`config.mk`:
```
export PLATFORM = sky130hd
export DESIGN_NAME = alu_seq
export DESIGN_NICKNAME = d
export VERILOG_FILES = /design/src/rtl/alu_pkg.sv /design/src/rtl/alu_seq_alu.sv /design/src/rtl/alu_seq.sv
export SDC_FILE = /design/constraint.sdc
export NUM_CORES = 1
export LEC_CHECK = 0
export CAP_MARGIN = 20
export CORE_UTILIZATION = 29
export CTS_CLUSTER_DIAMETER = 120
export DETAILED_ROUTE_END_ITERATION = 16
export DONT_BUFFER_PORTS = 1
export GPL_TIMING_DRIVEN = 0
export PLACE_DENSITY = 0.53
export SYNTH_ARGS = -nofsm -noshare
export SYNTH_HDL_FRONTEND = slang
export SYNTH_SLANG_ARGS = --single-unit
```
`constraint.sdc`:
```
create_clock -name clk -period 7.56 [get_ports clk]
set_input_delay 0.378 -clock clk [delete_from_list [all_inputs] [get_ports clk]]
set_output_delay 0.378 -clock clk [all_outputs]
set_load 0.1 [all_outputs]
```
`src/rtl/alu_pkg.sv`:
```
// Shared definitions for the ALU sequencer: opcodes, flag bit positions,
// FSM state encoding and opcode-class helpers.
package alu_pkg;

    localparam logic [4:0] OP_INC = 5'b00001;
    localparam logic [4:0] OP_DEC = 5'b00011;
    localparam logic [4:0] OP_ADD = 5'b00100;
    localparam logic [4:0] OP_ADC = 5'b00101;
    localparam logic [4:0] OP_SUB = 5'b00110;
    localparam logic [4:0] OP_SBB = 5'b00111;
    localparam logic [4:0] OP_AND = 5'b01000;
    localparam logic [4:0] OP_OR  = 5'b01001;
    localparam logic [4:0] OP_XOR = 5'b01010;
    localparam logic [4:0] OP_NOT = 5'b01011;
    localparam logic [4:0] OP_SHL = 5'b10000;
    localparam logic [4:0] OP_SHR = 5'b10001;
    localparam logic [4:0] OP_SAL = 5'b10010;
    localparam logic [4:0] OP_SAR = 5'b10011;
    localparam logic [4:0] OP_ROL = 5'b10100;
    localparam logic [4:0] OP_ROR = 5'b10101;
    localparam logic [4:0] OP_RCL = 5'b10110;
    localparam logic [4:0] OP_RCR = 5'b10111;

    // Flag vector is {CF,ZF,NF,VF,PF,AF}
    localparam int F_CF = 5;
    localparam int F_ZF = 4;
    localparam int F_NF = 3;
    localparam int F_VF = 2;
    localparam int F_PF = 1;
    localparam int F_AF = 0;

    typedef enum logic [1:0] {
        S_IDLE = 2'd0,
        S_EXEC = 2'd1,
        S_WB   = 2'd2
    } state_t;

    function automatic logic op_is_arith(input logic [4:0] op);
        return op inside {OP_INC, OP_DEC, OP_ADD, OP_ADC, OP_SUB, OP_SBB};
    endfunction

    function automatic logic op_is_logic(input logic [4:0] op);
        return op[4:2] == 3'b010;
    endfunction

    function automatic logic op_is_shift(input logic [4:0] op);
        return op[4:3] == 2'b10;
    endfunction

    function automatic logic is_legal_op(input logic [4:0] op);
        return op_is_arith(op) || op_is_logic(op) || op_is_shift(op);
    endfunction

endpackage

```
`src/rtl/alu_seq_alu.sv`:
```
// Combinational 16-bit ALU.
// Ports: a_i/b_i operands, f_i opcode, cin_i carry in,
//        result_o result, status_o flags {CF,ZF,NF,VF,PF,AF}.
// Shifts/rotates move by one bit and ignore b_i. PF is even parity over
// all 16 result bits. AF is the nibble carry/borrow, arithmetic only.
module alu_seq_alu
    import alu_pkg::*;
(
    input  logic [15:0] a_i,
    input  logic [15:0] b_i,
    input  logic [4:0]  f_i,
    input  logic        cin_i,
    output logic [15:0] result_o,
    output logic [5:0]  status_o
);

    logic [15:0] bv;
    logic        sub;
    logic        c;
    logic [16:0] sum;
    logic [4:0]  nib;
    logic [15:0] res;
    logic        cf, vf, af;

    // Shared add/subtract path; INC/DEC reuse it with an operand of 1
    always_comb begin
        bv  = b_i;
        sub = 1'b0;
        c   = 1'b0;
        case (f_i)
            OP_INC: bv = 16'd1;
            OP_DEC: begin bv = 16'd1; sub = 1'b1; end
            OP_ADC: c = cin_i;
            OP_SUB: sub = 1'b1;
            OP_SBB: begin sub = 1'b1; c = cin_i; end
            default: ;
        endcase
        if (sub) begin
            sum = {1'b0, a_i} - {1'b0, bv} - {16'd0, c};
            nib = {1'b0, a_i[3:0]} - {1'b0, bv[3:0]} - {4'd0, c};
        end else begin
            sum = {1'b0, a_i} + {1'b0, bv} + {16'd0, c};
            nib = {1'b0, a_i[3:0]} + {1'b0, bv[3:0]} + {4'd0, c};
        end
    end

    always_comb begin
        res = 16'd0;
        cf  = 1'b0;
        vf  = 1'b0;
        af  = 1'b0;
        case (f_i)
            OP_INC, OP_DEC, OP_ADD, OP_ADC, OP_SUB, OP_SBB: begin
                res = sum[15:0];
                cf  = sum[16];
                af  = nib[4];
                vf  = sub ? ((a_i[15] != bv[15]) && (res[15] != a_i[15]))
                          : ((a_i[15] == bv[15]) && (res[15] != a_i[15]));
            end
            OP_AND: res = a_i & b_i;
            OP_OR:  res = a_i | b_i;
            OP_XOR: res = a_i ^ b_i;
            OP_NOT: res = ~a_i;
            OP_SHL, OP_SAL: begin res = {a_i[14:0], 1'b0};    cf = a_i[15]; end
            OP_SHR:         begin res = {1'b0, a_i[15:1]};    cf = a_i[0];  end
            OP_SAR:         begin res = {a_i[15], a_i[15:1]}; cf = a_i[0];  end
            OP_ROL:         begin res = {a_i[14:0], a_i[15]}; cf = a_i[15]; end
            OP_ROR:         begin res = {a_i[0], a_i[15:1]};  cf = a_i[0];  end
            OP_RCL:         begin res = {a_i[14:0], cin_i};   cf = a_i[15]; end
            OP_RCR:         begin res = {cin_i, a_i[15:1]};   cf = a_i[0];  end
            default: ;
        endcase
    end

    assign result_o = res;
    assign status_o = {cf, (res == 16'd0), res[15], vf, ~^res, af};

endmodule

```
`src/rtl/alu_seq.sv`:
```
// ALU sequencer: 8x16 register file + flags register in front of the ALU.
// Ports: clk/rst (async high); load_en/load_addr/load_data external register
//        write (IDLE only, beats instructions); instr_valid/instr_ready/instr
//        instruction handshake, instr = {op,rd,rs1,rs2}; done/err one-cycle
//        completion pulses; result last written-back value; flags {CF,ZF,NF,VF,PF,AF}.
module alu_seq
    import alu_pkg::*;
#(
    parameter int NREG = 8,
    parameter int W    = 16,
    localparam int AW  = $clog2(NREG)
) (
    input  logic            clk,
    input  logic            rst,
    input  logic            load_en,
    input  logic [AW-1:0]   load_addr,
    input  logic [W-1:0]    load_data,
    input  logic            instr_valid,
    output logic            instr_ready,
    input  logic [4+3*AW:0] instr,
    output logic            done,
    output logic            err,
    output logic [W-1:0]    result,
    output logic [5:0]      flags
);

    state_t        state_q;
    logic [W-1:0]  regs_q [NREG];
    logic [W-1:0]  opa_q, opb_q, wb_data_q, result_q;
    logic [4:0]    op_q;
    logic [AW-1:0] rd_q;
    logic [5:0]    wb_flags_q, flags_q;
    logic          done_q, err_q;

    logic [W-1:0]  alu_res;
    logic [5:0]    alu_status;
    logic [5:0]    wb_flags_d;

    logic [4:0]    f_op;
    logic [AW-1:0] f_rd, f_rs1, f_rs2;

    assign f_op  = instr[4+3*AW -: 5];
    assign f_rd  = instr[3*AW-1 -: AW];
    assign f_rs1 = instr[2*AW-1 -: AW];
    assign f_rs2 = instr[AW-1:0];

    // Carry-in is the stored CF, so ADC/SBB/RCL/RCR chain across instructions
    alu_seq_alu u_alu (
        .a_i      (opa_q),
        .b_i      (opb_q),
        .f_i      (op_q),
        .cin_i    (flags_q[F_CF]),
        .result_o (alu_res),
        .status_o (alu_status)
    );

    always_comb begin
        wb_flags_d = alu_status;
        if (op_is_logic(op_q)) begin
            wb_flags_d[F_CF] = 1'b0;
            wb_flags_d[F_VF] = 1'b0;
        end else if (op_is_shift(op_q)) begin
            wb_flags_d[F_VF] = 1'b0;
        end
    end

    always_ff @(posedge clk or posedge rst) begin
        if (rst) begin
            state_q    <= S_IDLE;
            for (int i = 0; i < NREG; i++) regs_q[i] <= '0;
            opa_q      <= '0;
            opb_q      <= '0;
            op_q       <= '0;
            rd_q       <= '0;
            wb_data_q  <= '0;
            wb_flags_q <= '0;
            flags_q    <= '0;
            result_q   <= '0;
            done_q     <= 1'b0;
            err_q      <= 1'b0;
        end else begin
            done_q <= 1'b0;
            err_q  <= 1'b0;
            case (state_q)
                S_IDLE: begin
                    if (load_en) begin
                        regs_q[load_addr] <= load_data;
                    end else if (instr_valid) begin
                        // Operands sampled here, so rd aliasing rs1/rs2 is safe
                        opa_q   <= regs_q[f_rs1];
                        opb_q   <= regs_q[f_rs2];
                        op_q    <= f_op;
                        rd_q    <= f_rd;
                        state_q <= S_EXEC;
                    end
                end
                S_EXEC: begin
                    wb_data_q  <= alu_res;
                    wb_flags_q <= wb_flags_d;
                    state_q    <= S_WB;
                end
                S_WB: begin
                    if (is_legal_op(op_q)) begin
                        regs_q[rd_q] <= wb_data_q;
                        result_q     <= wb_data_q;
                        flags_q      <= wb_flags_q;
                        done_q       <= 1'b1;
                    end else begin
                        err_q <= 1'b1;
                    end
                    state_q <= S_IDLE;
                end
                default: state_q <= S_IDLE;
            endcase
        end
    end

    assign instr_ready = (state_q == S_IDLE) && !load_en;
    assign done        = done_q;
    assign err         = err_q;
    assign result      = result_q;
    assign flags       = flags_q;

endmodule
```
==> summary.txt <==
LEAKAGE -> 6.91 nW
die height -> 227 um
max-slew violation count -> 0
reg2reg end -> wb_flags_q[1]
CTS Root Buffer Type -> sky130_fd_sc_hd__clkbuf_16
beginning of the critical path -> op_q[0]
clock network fraction of total power -> 0.202
utilization after layout -> 0.331
number of cells in the design after placement -> 2207
fin crit share -> 0.799
number of placed I/O pins -> 62
Startpoint Class -> flop
post-synth top area cell -> sky130_fd_sc_hd__dfrtp_1
number of DRC violations after detailed routing -> 0
Cell Rows -> 82
final antenna-violating net count -> 0
overflow left after global routing -> 0
number of global-route vias before repair -> 12600
internal power consumption -> 0.00341 W
gr usage total -> 0.197
peak supply drop -> 0.275 mV
leading register cell type out of synthesis -> sky130_fd_sc_hd__dfrtp_1
run status -> finished clean
YS warnings -> 0
total of cells resized after clock tree synthesis -> 0
worst reg2reg setup slack -> 1520 ps
setup repair after global routing missed its margin -> no
count of unique library cells instantiated by Yosys -> 70
post-synthesis area per instance -> 9.59 um^2
beginning of the worst register-to-register path -> op_q[0]
portion of synthesized cell area occupied by the leading cell type -> 0.364
critical path capture point type -> flop
proportion of synthesized chip area in sequential cells -> 0.364
Clk pin slew, worst setup/hold paths -> 60 ps
switching power -> 0.00290 W
DP Wirelength -> 38.4 mm
minimum clock period after layout -> 6040 ps
pin count of the biggest net entering global routing -> 120
largest cells by area after synthesis -> sky130_fd_sc_hd__dfrtp_1 (36%), sky130_fd_sc_hd__mux4_2 (10%), sky130_fd_sc_hd__ha_1 (7.2%)
DRT iter0 DRCs -> 1145
clock tree sinks -> 214
Via Count -> 12300
iteration count of the initial detailed-routing pass -> 5
total of max-cap violations -> 0
mapped cell area -> 14700 um^2
Comb pwr share -> 0.446
Net Count, Synth -> 1659
f_max -> 166 MHz
area enclosed by the die boundary -> 51600 um^2
number of non-filler instances in the completed layout -> 2261
required time at the worst-slack endpoint -> 7970 ps
initial antenna violation count -> 1
vias per inst -> 5.44
source-to-sink clock delay at the later pin of the worst-skew pair -> 560 ps
fraction of layout instances using a drive strength above 1 -> 0.103
slew margin rel. -> 0.278
Fillers -> 5233
clk buf depth -> 3
Syn-to-layout area delta -> 12.6%
Final Skew -> 26.3 ps
share of flip-flops with an asynchronous set or reset -> 1.00
number of enable-type register cells in the synthesized netlist -> 0
post-layout worst setup margin -> 1520 ps
wire length of the first global-routing pass -> 77.0 mm
maximum fanout encountered on the critical timing path -> 10
n_diodes -> 0
footprint of the multi-input gates -> 8570 um^2
count of input and output buffers -> 0
classification of the worst setup path -> reg2reg
Total Routed Length -> 49.6 mm
post-place setup slack -> 1610 ps
RePlAce Congestion -> 0.901
net count reported at finish -> 1699
number of standard cells after synthesis -> 1533
reg2reg path depth -> 19
core region area -> 50100 um^2
Synth Register Bits -> 214
slew at the pin closest to its max-slew limit -> 1070 ps
total clock buffers created by CTS -> 25
critical path endpoint -> wb_flags_q[1]
crit path DAT -> 6460 ps
Worst Hold Class -> in2reg
pwr/cell area -> 381 nW/um^2
register area -> 5360 um^2
drt wl/cell -> 22.0 um
effective utilization at floorplan -> 0.294
hold violation total from the final report -> 0
CTS tree -> yes
Reg power frac -> 0.352
H-Tree Depth -> 1
switching portion of total power -> 0.460
number of endpoints failing setup at the final stage -> 0
Die W -> 227 um
-- synthesized netlist by cell type, types with 4 or more instances --
cell,n
sky130_fd_sc_hd__a21o_1,7
sky130_fd_sc_hd__a21oi_1,87
sky130_fd_sc_hd__a221oi_1,4
sky130_fd_sc_hd__a22oi_1,16
sky130_fd_sc_hd__a31oi_1,5
sky130_fd_sc_hd__buf_1,13
sky130_fd_sc_hd__buf_2,19
sky130_fd_sc_hd__buf_4,4
sky130_fd_sc_hd__clkbuf_1,77
sky130_fd_sc_hd__dfrtp_1,214
sky130_fd_sc_hd__fa_1,4
sky130_fd_sc_hd__ha_1,85
sky130_fd_sc_hd__inv_1,70
sky130_fd_sc_hd__mux2_2,8
sky130_fd_sc_hd__mux2i_1,81
sky130_fd_sc_hd__mux4_2,65
sky130_fd_sc_hd__nand2_1,233
sky130_fd_sc_hd__nand2b_1,7
sky130_fd_sc_hd__nand3_1,6
sky130_fd_sc_hd__nand3b_1,6
sky130_fd_sc_hd__nand4_1,5
sky130_fd_sc_hd__nor2_1,109
sky130_fd_sc_hd__nor2b_1,4
sky130_fd_sc_hd__nor3_1,4
sky130_fd_sc_hd__o21a_1,52
sky130_fd_sc_hd__o21ai_0,107
sky130_fd_sc_hd__o21ai_1,10
sky130_fd_sc_hd__o221ai_1,52
sky130_fd_sc_hd__o22a_1,65
sky130_fd_sc_hd__o22ai_1,14
sky130_fd_sc_hd__o31ai_1,4
sky130_fd_sc_hd__xnor2_1,29
sky130_fd_sc_hd__xor2_1,8
-- cells in the final DEF, fill, tap and decap left out, types with 4 or more instances in the layout --
cell / n
sky130_fd_sc_hd__xnor2_1: 29
sky130_fd_sc_hd__o31ai_1: 4
sky130_fd_sc_hd__o21ai_0: 107
sky130_fd_sc_hd__ha_1: 85
sky130_fd_sc_hd__a21oi_1: 87
sky130_fd_sc_hd__nor2_1: 109
sky130_fd_sc_hd__nand2_1: 233
sky130_fd_sc_hd__a31oi_1: 5
sky130_fd_sc_hd__o22ai_1: 14
sky130_fd_sc_hd__dfrtp_1: 214
sky130_fd_sc_hd__mux2_2: 8
sky130_fd_sc_hd__inv_1: 69
sky130_fd_sc_hd__dlygate4sd3_1: 11
sky130_fd_sc_hd__a22oi_1: 16
sky130_fd_sc_hd__nand4_1: 5
sky130_fd_sc_hd__fa_1: 4
sky130_fd_sc_hd__mux4_2: 65
sky130_fd_sc_hd__o21a_1: 52
sky130_fd_sc_hd__buf_4: 4
sky130_fd_sc_hd__mux2i_1: 81
sky130_fd_sc_hd__buf_2: 19
sky130_fd_sc_hd__nand3_1: 6
sky130_fd_sc_hd__o21ai_1: 10
sky130_fd_sc_hd__nand3b_1: 6
sky130_fd_sc_hd__a221oi_1: 4
sky130_fd_sc_hd__buf_1: 13
sky130_fd_sc_hd__a21o_1: 7
sky130_fd_sc_hd__nor2b_1: 4
sky130_fd_sc_hd__o22a_1: 65
sky130_fd_sc_hd__clkbuf_8: 10
sky130_fd_sc_hd__clkbuf_16: 25
sky130_fd_sc_hd__xor2_1: 8
sky130_fd_sc_hd__clkbuf_1: 80
sky130_fd_sc_hd__nand2b_1: 7
sky130_fd_sc_hd__o221ai_1: 52
-- flip-flops by register name, indices dropped and copies added, names as in the netlist --
| register | cells |
|---|---|
| done | 1 |
| wb_data_q | 15 |
| rd_q | 3 |
| opb_q | 16 |
| regs_q | 128 |
| state_q | 2 |
| err | 1 |
| flags | 6 |
| wb_flags_q | 6 |
| op_q | 5 |
| opa_q | 16 |
| result | 15 |
-- power groups by stage --
stage | logic (W) | clock network, W | registers (W)
final | 0.00281 | 0.00127 | 0.00222
after global placement | 0.00272 | 0 | 0.00221
after detailed placement | 0.00276 | 0 | 0.00223
after CTS | 0.00279 | 0.00130 | 0.00221
after global routing | 0.00310 | 0.00134 | 0.00226
after floorplan | 0.00212 | 0 | 0.00206
-- cells by family after synthesis --
family	after synthesis	share of synthesized area
AND/OR/NAND/NOR	398	0.114
buffers and inverters	191	0.0536
AO/OA/AOI/OAI	450	0.208
flip-flops	214	0.364
XOR/XNOR	37	0.0220
adder cells (fa/ha/maj)	89	0.0778
multiplexers	154	0.161
-- cell type report --
class,instances,share of cell area
multi-input combinational,1128,0.517
sequential,214,0.323
tap,672,0.0508
clock buffer,36,0.0451
buffer,117,0.0308
inverter,74,0.0172
timing repair buffer,13,0.00921
clock inverter,7,0.00642
-- worst min path at each step --
stage,startpoint,endpoint,cells past startpoint
6_report,load_data[11],regs_q[59],2
4_1_cts,load_data[11],regs_q[59],2
3_3_place_gp,wb_flags_q[5],flags[5],2
2_1_floorplan,wb_flags_q[1],flags[1],2
5_1_grt,load_data[0],regs_q[48],2
3_5_place_dp,rst,regs_q[124],1
-- metrics by stage --
| stage | total power (W) | hold WS [ps] | area (um^2) | setup TNS, ps |
|---|---|---|---|---|
| 2_1_floorplan | 0.00417 | 439 | 14700 | 0 |
| 3_3_place_gp | 0.00494 | 465 | 15500 | -276330 |
| 3_5_place_dp | 0.00499 | 399 | 15600 | 0 |
| 4_1_cts | 0.00630 | 6.35 | 16600 | 0 |
| 5_1_grt | 0.00670 | 25.3 | 16600 | 0 |
| 6_report | 0.00631 | 28.9 | 16600 | 0 |
-- timing repair --
item	in CTS	in global routing
setup endpoints to repair	0	0
hold buffers	11	0
setup buffers	0	0
endpoints found under the hold margin	105	0
-- worst max-delay path, cell delays in order, from the launching register on --
cell	delay [ps]
sky130_fd_sc_hd__dfrtp_1	320
sky130_fd_sc_hd__clkbuf_1	330
sky130_fd_sc_hd__clkbuf_1	560
sky130_fd_sc_hd__nand2_1	180
sky130_fd_sc_hd__nor2_1	380
sky130_fd_sc_hd__clkbuf_1	490
sky130_fd_sc_hd__nor2_1	130
sky130_fd_sc_hd__ha_1	410
sky130_fd_sc_hd__or4_4	520
sky130_fd_sc_hd__nand2b_1	190
sky130_fd_sc_hd__a2111oi_1	670
sky130_fd_sc_hd__nor4_2	80
sky130_fd_sc_hd__xnor2_1	150
sky130_fd_sc_hd__mux2i_1	260
sky130_fd_sc_hd__a21oi_1	190
sky130_fd_sc_hd__ha_1	360
sky130_fd_sc_hd__xnor2_1	190
sky130_fd_sc_hd__xnor2_1	110
sky130_fd_sc_hd__xnor2_1	240
sky130_fd_sc_hd__o21ai_0	150
-- routing by layer --
layer  routed length [um]  up-vias  track usage
met4                 1550        0       0.0641
met3                 2450       85       0.0259
met2                23100      363        0.320
li1                     -     5653            -
met5                    0        -            0
met1                22500     6203        0.270
No activity file was read; power rests on OpenSTA's default activity.
